`config.mk`:
```
export PLATFORM = sky130hd
export DESIGN_NAME = fuec_stream_decoder_flat
export DESIGN_NICKNAME = d
export VERILOG_FILES = /design/src/rtl/fuec_pkg.sv /design/src/rtl/fuec_stream_decoder_if.sv /design/src/rtl/fuec_syndrome_match.sv /design/src/rtl/fuec_stream_decoder.sv /design/src/flat_wrapper.sv
export SDC_FILE = /design/constraint.sdc
export NUM_CORES = 1
export LEC_CHECK = 0
export ABC_AREA = 1
export BUFFER_PORTS_ARGS = -buffer_cell sky130_fd_sc_hd__buf_4
export CORE_MARGIN = 1.5
export CORE_UTILIZATION = 45
export DETAILED_ROUTE_END_ITERATION = 6
export GPL_ROUTABILITY_DRIVEN = 0
export GPL_TIMING_DRIVEN = 0
export PLACE_DENSITY = 0.77
export RECOVER_POWER = 100
export SLEW_MARGIN = 5
export SYNTH_ARGS = -nofsm -noshare
export SYNTH_HDL_FRONTEND = slang
export SYNTH_SLANG_ARGS = --single-unit
```
`constraint.sdc`:
```
create_clock -name clk -period 1.18 [get_ports clk]
set_clock_uncertainty 0.1 [all_clocks]
set_input_delay 0.236 -clock clk [delete_from_list [all_inputs] [get_ports clk]]
set_output_delay 0.236 -clock clk [all_outputs]
set_load 0.01 [all_outputs]
```
`src/rtl/fuec_pkg.sv`:
```
// Shared constants, status encoding and syndrome helper for the FUEC stream decoder.
// The optional statistics counters in the top are built only when FUEC_STATS_EN is defined.
package fuec_pkg;

    localparam int DEFAULT_DATA_W = 8;
    localparam int DEFAULT_RED_W  = 4;
    localparam logic [47:0] DEFAULT_H = 48'h8421_3AE5_CDF7;

    localparam int MAX_CW_W  = 32;
    localparam int MAX_RED_W = 8;
    localparam int MAX_H_W   = MAX_CW_W * MAX_RED_W;
    localparam int CW_IDX_W  = $clog2(MAX_CW_W);
    localparam int H_IDX_W   = $clog2(MAX_H_W);

    typedef enum logic [1:0] {
        NO_ERR = 2'd0,
        CORR   = 2'd1,
        UNCORR = 2'd2
    } fuec_status_e;

    // Syndrome bit r: XOR of row r of every H column whose codeword bit is set.
    function automatic logic fuec_syndrome_bit(
        input logic [MAX_CW_W-1:0] cw,
        input logic [MAX_H_W-1:0]  h,
        input int                  cw_w,
        input int                  red_w,
        input int                  r
    );
        logic acc;
        acc = 1'b0;
        for (int j = 0; j < MAX_CW_W; j++) begin
            if (j < cw_w && cw[CW_IDX_W'(j)]) begin
                acc = acc ^ h[H_IDX_W'(j * red_w + r)];
            end
        end
        return acc;
    endfunction

endpackage

```
`src/rtl/fuec_stream_decoder_if.sv`:
```
// Valid/ready stream bundle between a codeword producer/result consumer and the FUEC decoder.
// The master modport is the environment side, the slave modport is the decoder side.
interface fuec_stream_decoder_if #(
    parameter int DATA_W = 8,
    parameter int RED_W  = 4
);
    logic              in_valid;
    logic              in_ready;
    logic [DATA_W-1:0] in_data;
    logic [RED_W-1:0]  in_red;
    logic              out_valid;
    logic              out_ready;
    logic [DATA_W-1:0] out_data;
    logic [DATA_W-1:0] out_pos_error;
    logic [RED_W-1:0]  out_syndrome;
    logic              out_no_error;
    logic              out_corrected;
    logic              out_uncorrectable;

    modport master (
        output in_valid, in_data, in_red, out_ready,
        input  in_ready, out_valid, out_data, out_pos_error, out_syndrome,
               out_no_error, out_corrected, out_uncorrectable
    );

    modport slave (
        input  in_valid, in_data, in_red, out_ready,
        output in_ready, out_valid, out_data, out_pos_error, out_syndrome,
               out_no_error, out_corrected, out_uncorrectable
    );
endinterface

```
`src/rtl/fuec_syndrome_match.sv`:
```
// Combinational syndrome classifier: compares a syndrome against every H column and
// returns the one-hot data error position plus the decode status (lowest column wins).
module fuec_syndrome_match
    import fuec_pkg::*;
#(
    parameter int DATA_W = DEFAULT_DATA_W,
    parameter int RED_W  = DEFAULT_RED_W,
    parameter logic [RED_W*(DATA_W+RED_W)-1:0] H_MATRIX = DEFAULT_H
) (
    input  logic [RED_W-1:0]  syndrome,
    output logic [DATA_W-1:0] pos_error,
    output fuec_status_e      status
);

    localparam int CW_W = DATA_W + RED_W;

    logic [CW_W-1:0] col_match;
    logic [CW_W-1:0] first_hit;
    logic            seen;

    always_comb begin
        col_match = '0;
        for (int j = 0; j < CW_W; j++) begin
            col_match[j] = (syndrome == H_MATRIX[j*RED_W +: RED_W]);
        end
    end

    // Keep only the lowest matching column so a duplicated column cannot flip two bits.
    always_comb begin
        first_hit = '0;
        seen      = 1'b0;
        for (int j = 0; j < CW_W; j++) begin
            first_hit[j] = col_match[j] && !seen;
            seen         = seen || col_match[j];
        end
    end

    always_comb begin
        pos_error = '0;
        status    = UNCORR;
        if (syndrome == '0) begin
            status = NO_ERR;
        end else if (|first_hit) begin
            status    = CORR;
            pos_error = first_hit[DATA_W-1:0];
        end
    end

endmodule

```
`src/rtl/fuec_stream_decoder.sv`:
```
// Two-stage pipelined FUEC decoder on a valid/ready stream: S1 registers the syndrome,
// S2 registers corrected data and flags. Optional counters are enabled by FUEC_STATS_EN.
module fuec_stream_decoder
    import fuec_pkg::*;
#(
    parameter int DATA_W = DEFAULT_DATA_W,
    parameter int RED_W  = DEFAULT_RED_W,
    parameter logic [RED_W*(DATA_W+RED_W)-1:0] H_MATRIX = DEFAULT_H,
    parameter int SAT_W  = 16
) (
    input  logic                 clk,
    input  logic                 rst_n,
    fuec_stream_decoder_if.slave bus,
    input  logic                 stat_clr,
    output logic [SAT_W-1:0]     stat_corr_cnt,
    output logic [SAT_W-1:0]     stat_unc_cnt
);

    localparam int CW_W = DATA_W + RED_W;
    localparam logic [MAX_H_W-1:0] H_EXT = MAX_H_W'(H_MATRIX);

    logic                s2_load;
    logic                s1_load;
    logic                accept;
    logic [MAX_CW_W-1:0] cw_ext;

    logic                s1_valid_q, s1_valid_d;
    logic [DATA_W-1:0]   s1_data_q, s1_data_d;
    logic [RED_W-1:0]    s1_syn_q, s1_syn_d;

    logic                out_valid_q, out_valid_d;
    logic [DATA_W-1:0]   out_data_q, out_data_d;
    logic [DATA_W-1:0]   out_pos_q, out_pos_d;
    logic [RED_W-1:0]    out_syn_q, out_syn_d;
    logic                out_no_err_q, out_no_err_d;
    logic                out_corr_q, out_corr_d;
    logic                out_unc_q, out_unc_d;

    logic [DATA_W-1:0]   m_pos;
    fuec_status_e        m_status;

    // in_ready looks through to out_ready so a full pipeline still streams 1 word/cycle.
    always_comb begin
        s2_load = !out_valid_q || bus.out_ready;
        s1_load = !s1_valid_q || s2_load;
        accept  = bus.in_valid && s1_load;
    end

    assign bus.in_ready = s1_load;

    always_comb begin
        cw_ext           = '0;
        cw_ext[CW_W-1:0] = {bus.in_red, bus.in_data};
        s1_valid_d       = s1_load ? accept : s1_valid_q;
        s1_data_d        = s1_data_q;
        s1_syn_d         = s1_syn_q;
        if (accept) begin
            s1_data_d = bus.in_data;
            for (int r = 0; r < RED_W; r++) begin
                s1_syn_d[r] = fuec_syndrome_bit(cw_ext, H_EXT, CW_W, RED_W, r);
            end
        end
    end

    fuec_syndrome_match #(
        .DATA_W   (DATA_W),
        .RED_W    (RED_W),
        .H_MATRIX (H_MATRIX)
    ) u_match (
        .syndrome  (s1_syn_q),
        .pos_error (m_pos),
        .status    (m_status)
    );

    always_comb begin
        out_valid_d  = s2_load ? s1_valid_q : out_valid_q;
        out_data_d   = out_data_q;
        out_pos_d    = out_pos_q;
        out_syn_d    = out_syn_q;
        out_no_err_d = out_no_err_q;
        out_corr_d   = out_corr_q;
        out_unc_d    = out_unc_q;
        if (s2_load && s1_valid_q) begin
            out_data_d   = s1_data_q ^ m_pos;
            out_pos_d    = m_pos;
            out_syn_d    = s1_syn_q;
            out_no_err_d = (m_status == NO_ERR);
            out_corr_d   = (m_status == CORR);
            out_unc_d    = (m_status == UNCORR);
        end
    end

    always_ff @(posedge clk) begin
        if (!rst_n) begin
            s1_valid_q   <= 1'b0;
            s1_data_q    <= '0;
            s1_syn_q     <= '0;
            out_valid_q  <= 1'b0;
            out_data_q   <= '0;
            out_pos_q    <= '0;
            out_syn_q    <= '0;
            out_no_err_q <= 1'b0;
            out_corr_q   <= 1'b0;
            out_unc_q    <= 1'b0;
        end else begin
            s1_valid_q   <= s1_valid_d;
            s1_data_q    <= s1_data_d;
            s1_syn_q     <= s1_syn_d;
            out_valid_q  <= out_valid_d;
            out_data_q   <= out_data_d;
            out_pos_q    <= out_pos_d;
            out_syn_q    <= out_syn_d;
            out_no_err_q <= out_no_err_d;
            out_corr_q   <= out_corr_d;
            out_unc_q    <= out_unc_d;
        end
    end

    assign bus.out_valid         = out_valid_q;
    assign bus.out_data          = out_data_q;
    assign bus.out_pos_error     = out_pos_q;
    assign bus.out_syndrome      = out_syn_q;
    assign bus.out_no_error      = out_no_err_q;
    assign bus.out_corrected     = out_corr_q;
    assign bus.out_uncorrectable = out_unc_q;

`ifdef FUEC_STATS_EN
    logic             out_fire;
    logic [SAT_W-1:0] corr_cnt_q, corr_cnt_d;
    logic [SAT_W-1:0] unc_cnt_q, unc_cnt_d;

    // Saturating counters; a clear wins over a same-cycle increment.
    always_comb begin
        out_fire   = out_valid_q && bus.out_ready;
        corr_cnt_d = corr_cnt_q;
        unc_cnt_d  = unc_cnt_q;
        if (stat_clr) begin
            corr_cnt_d = '0;
            unc_cnt_d  = '0;
        end else if (out_fire) begin
            if (out_corr_q && corr_cnt_q != '1) begin
                corr_cnt_d = corr_cnt_q + SAT_W'(1);
            end
            if (out_unc_q && unc_cnt_q != '1) begin
                unc_cnt_d = unc_cnt_q + SAT_W'(1);
            end
        end
    end

    always_ff @(posedge clk) begin
        if (!rst_n) begin
            corr_cnt_q <= '0;
            unc_cnt_q  <= '0;
        end else begin
            corr_cnt_q <= corr_cnt_d;
            unc_cnt_q  <= unc_cnt_d;
        end
    end

    assign stat_corr_cnt = corr_cnt_q;
    assign stat_unc_cnt  = unc_cnt_q;
`else
    logic unused_stat_clr;
    assign unused_stat_clr = stat_clr;
    assign stat_corr_cnt   = '0;
    assign stat_unc_cnt    = '0;
`endif

endmodule

```
`src/flat_wrapper.sv`:
```
// flat-port wrapper written by rule: the top's interface ports become plain ports
module fuec_stream_decoder_flat import fuec_pkg::*;
#(
    parameter int DATA_W = DEFAULT_DATA_W,
    parameter int RED_W  = DEFAULT_RED_W,
    parameter logic [RED_W*(DATA_W+RED_W)-1:0] H_MATRIX = DEFAULT_H,
    parameter int SAT_W  = 16
)
  (clk, rst_n, stat_clr, stat_corr_cnt, stat_unc_cnt, bus_in_valid, bus_in_data, bus_in_red, bus_out_ready, bus_in_ready, bus_out_valid, bus_out_data, bus_out_pos_error, bus_out_syndrome, bus_out_no_error, bus_out_corrected, bus_out_uncorrectable);
  fuec_stream_decoder_if #(.DATA_W(DATA_W), .RED_W(RED_W)) bus_i ();
  input  logic clk;
  input  logic rst_n;
  input  logic stat_clr;
  output logic [SAT_W-1:0] stat_corr_cnt;
  output logic [SAT_W-1:0] stat_unc_cnt;
  input wire logic [$bits(bus_i.in_valid)-1:0] bus_in_valid;
  input wire logic [$bits(bus_i.in_data)-1:0] bus_in_data;
  input wire logic [$bits(bus_i.in_red)-1:0] bus_in_red;
  input wire logic [$bits(bus_i.out_ready)-1:0] bus_out_ready;
  output wire logic [$bits(bus_i.in_ready)-1:0] bus_in_ready;
  output wire logic [$bits(bus_i.out_valid)-1:0] bus_out_valid;
  output wire logic [$bits(bus_i.out_data)-1:0] bus_out_data;
  output wire logic [$bits(bus_i.out_pos_error)-1:0] bus_out_pos_error;
  output wire logic [$bits(bus_i.out_syndrome)-1:0] bus_out_syndrome;
  output wire logic [$bits(bus_i.out_no_error)-1:0] bus_out_no_error;
  output wire logic [$bits(bus_i.out_corrected)-1:0] bus_out_corrected;
  output wire logic [$bits(bus_i.out_uncorrectable)-1:0] bus_out_uncorrectable;
  assign bus_i.in_valid = bus_in_valid;
  assign bus_i.in_data = bus_in_data;
  assign bus_i.in_red = bus_in_red;
  assign bus_i.out_ready = bus_out_ready;
  assign bus_in_ready = bus_i.in_ready;
  assign bus_out_valid = bus_i.out_valid;
  assign bus_out_data = bus_i.out_data;
  assign bus_out_pos_error = bus_i.out_pos_error;
  assign bus_out_syndrome = bus_i.out_syndrome;
  assign bus_out_no_error = bus_i.out_no_error;
  assign bus_out_corrected = bus_i.out_corrected;
  assign bus_out_uncorrectable = bus_i.out_uncorrectable;
  fuec_stream_decoder #(.DATA_W(DATA_W), .RED_W(RED_W), .H_MATRIX(H_MATRIX), .SAT_W(SAT_W)) u_core (.clk(clk), .rst_n(rst_n), .bus(bus_i), .stat_clr(stat_clr), .stat_corr_cnt(stat_corr_cnt), .stat_unc_cnt(stat_unc_cnt));
endmodule
```
==> key figures <==
Outcome
  • Status: finished, violations left
  • Failing checks: setup timing

Power and ir drop
  • P_sw: 977 µW
  • Pwr/cell area: ~1200 nW/µm²
  • Clock power frac: 34.4%
  • Pleak: about 0.0015 µW
  • Peak supply drop: 448 µV
  • Sequential share of power: 42.8%
  • Cell Int Power: roughly 2400 µW
  • Combinational power share: between 20 and 25%
  • Switching share of total power: slightly below 30%

Clock tree
  • Clock sink count: 37
  • Root buffer cell: clkbuf_8
  • CTS tree: yes
  • Max H-tree Level: 2
  • Max Root-Sink Buffers: 2
  • Reg clk slew, reported paths: around 70 ps
  • Worst skew pair latency: 300 ps
  • TritonCTS Buffers: 5

Critical path
  • Critical path cell sequence: nand2_4 -> nor3_4 -> xor2_1 -> nand2_1 -> nand2_1 -> inv_1
  • Req. time, crit path: 1280 ps
  • Delay-heaviest family, CP: flip-flops
  • CP peak stage delay: about 440 ps
  • Cells on worst reg2reg path: 6
  • CP Depth: 6
  • CP endpoint kind: flip-flop
  • Worst path buffer plus inverter count: 1
  • CP max stage cell: dfxtp_4
  • Max FO, Critical Path: 7
  • Critical path class: flip-flop to flip-flop
  • CP dominant cell by count: nand2_1
  • Worst Path Arrival: about 1400 ps
  • Startpoint types: flip-flop

Timing
  • Final cycle utilization of the critical path: 108%
  • F_max: 783 MHz
  • Slew Limit Headroom: 61.5%
  • Final WS setup: -97.1 ps
  • RSZ-0062 raised after global routing: true
  • Setup violators final: 13
  • Max-slew violations: 0
  • Hold Violations, Final: 0
  • Fin Setup TNS: -514 ps
  • Final min period: approximately 1300 ps
  • Worst Tran Pin Value: 577 ps

Global route
  • Initial antenna violation count: 0
  • First-pass GRT wire length: 7.46 mm
  • Largest net degree at the start of global routing: 13
  • Grt total ovfl: 0
  • Number of global-route vias before repair: about 1800
  • Total GRT Usage: 19.0%

Yosys
  • Seq/Total Area, Yosys: 36.4%
  • Syn Std Cell Area: 2040 µm²
  • Netlist cell types: 19
  • YS warnings: 0
  • Yosys reg bits: 37
  • Post-Syn Instances: just over 300
  • Avg Cell Area, Syn: 6.61 µm²

Placed design
  • Final HPWL DP: 3.48 mm
  • IO Port Bufs: 40
  • Dpl ws: -213 ps

Cells and area
  • Nets: just over 400
  • Layout cells sized above 1: 26.9%
  • Antenna diode count: 0
  • Fillers: 398
  • Synth-to-layout area growth: 37.8%

Detailed routing
  • Routed via count: 2078
  • Routed Antenna Nets: 0
  • WL final: 5.20 mm
  • Drt first pass iters: 4
  • Number of vias per cell: 4.62
  • Residual DRC: 0
  • Detailed Route Iter0 Violations: 142
  • Wire length per cell: ~12 µm

Floorplanning
  • I/O pin count: 74
  • Die area: 4940 µm²
  • Initial Utilization: 46.8%
  • CORE AREA: 4350 µm²
  • Row cnt: 24
  • Die Wd: 70.3 µm
  • Die Height: roughly 70 µm

Job
  • Maxcap violations: 0

Min path
  • Worst Hold Depth: 3
  • Worst min-delay path class: input port to flip-flop
metrics by stage:
step	std cells	hold WS, ps	util [%]	instance area (µm²)	power (µW)
2_1_floorplan	339	274	-	2160	1880
3_3_place_gp	431	359	58.0	2530	2090
3_5_place_dp	431	364	58.0	2530	2100
4_1_cts	443	113	62.8	2740	3270
5_1_grt	450	152	64.5	2810	3490
6_report	450	112	64.5	2810	3330
power groups by stage:
stage / combinational, µW / clock, µW / sequential [µW]
final: 758 / 1150 / 1430
after global routing: 835 / 1220 / 1430
after CTS: 710 / 1160 / 1400
after detailed placement: 680 / 0 / 1420
after global placement: 667 / 0 / 1420
after floorplan: 444 / 0 / 1440
worst min-delay path, cell delays in order:
cell and delay, ps:
buf_4 90, inv_1 40, a21oi_1 100
per-layer routing:
metal / vias to the layer above / global-route usage [%] / share of wire, %
li1: 1070 / - / -
met1: 919 / 21.4 / 40
met2: 77 / 32.8 / 51
met3: 12 / 4.33 / 6.3
met4: 0 / 10.5 / 2.3
met5: - / 0 / 0
Yosys cell counts (all sizes together):
master | count | area [µm²]
a21oi | 23 | 115
a31oi | 1 | 6.26
buf | 39 | 275
clkbuf | 3 | 11.3
conb | 1 | 3.75
dfxtp | 37 | 741
inv | 35 | 131
nand2 | 81 | 307
nand3 | 10 | 50.1
nand4 | 1 | 6.26
nor2 | 37 | 139
nor3 | 2 | 20.0
o21ai | 27 | 135
xnor2 | 1 | 8.76
xor2 | 10 | 87.6
layout by cell type (no fill, tap or decap), types with 2 or more instances in the layout:
master and n:
nand3_1 8, dfxtp_1 31, nor2_2 6, o21ai_1 16
buf_4 59, xor2_1 9, nor2_4 2, inv_1 29
nor2_1 29, nand2_1 76, clkbuf_2 2, clkbuf_8 6
o21ai_0 11, conb_1 32, dfxtp_2 2, clkbuf_1 26
dfxtp_4 4, nor3_4 2, buf_6 5, inv_6 3
nand2_4 2, a21oi_1 22, nand2_2 3
path summary, 6_finish.rpt:
path | start | end | slack [ps]
worst max-delay path | u_core.s1_syn_q[3] | u_core.bus.out_data[2] | -100
worst min-delay path | bus_in_data[4] | u_core.s1_data_q[4] | 110
worst max register to register | u_core.s1_syn_q[3] | u_core.bus.out_data[2] | -100
worst min register to register | u_core.s1_data_q[2] | u_core.s1_data_q[2] | 380
area by class of cell:
class | instances | area, µm² | share of cell area, %
Inverter | 35 | 150 | 5.35
Multi-Input combinational cell | 225 | 1100 | 39.2
Sequential cell | 37 | 758 | 27.0
Timing Repair Buffer | 52 | 307 | 10.9
Clock buffer | 6 | 82.6 | 2.94
Clock inverter | 2 | 37.5 | 1.34
Buffer | 41 | 305 | 10.9
Tap cell | 52 | 65.1 | 2.32
registers in the layout, indices dropped and copies added (netlist names):
register,cells
u_core.bus.out_data,8
u_core.bus.out_pos_error,8
u_core.s1_data_q,8
u_core.bus.out_syndrome,4
u_core.s1_syn_q,4
u_core.bus.out_corrected,1
u_core.bus.out_no_error,1
u_core.bus.out_uncorrectable,1
u_core.bus.out_valid,1
u_core.s1_valid_q,1
what timing repair did:
action | 4_1_cts | 5_1_grt
endpoints found under the hold margin | 0 | 0
gates resized for setup | 25 | 39
cloned | 0 | 2
hold buffers | 0 | 0
pin swaps | 7 | 12
setup buffers | 4 | 6
endpoints found under the setup margin | 27 | 32
cells by family after synthesis:
family                    synth area share, %
AOI/OAI and AO/OA                        12.6
xor gates and xnor gates                 4.73
and+or+nand+nor                          25.6
DFF                                      36.4
other                                   0.184
buffers and inverters                    20.5
Note: power is estimated with default switching activity, not from simulation.
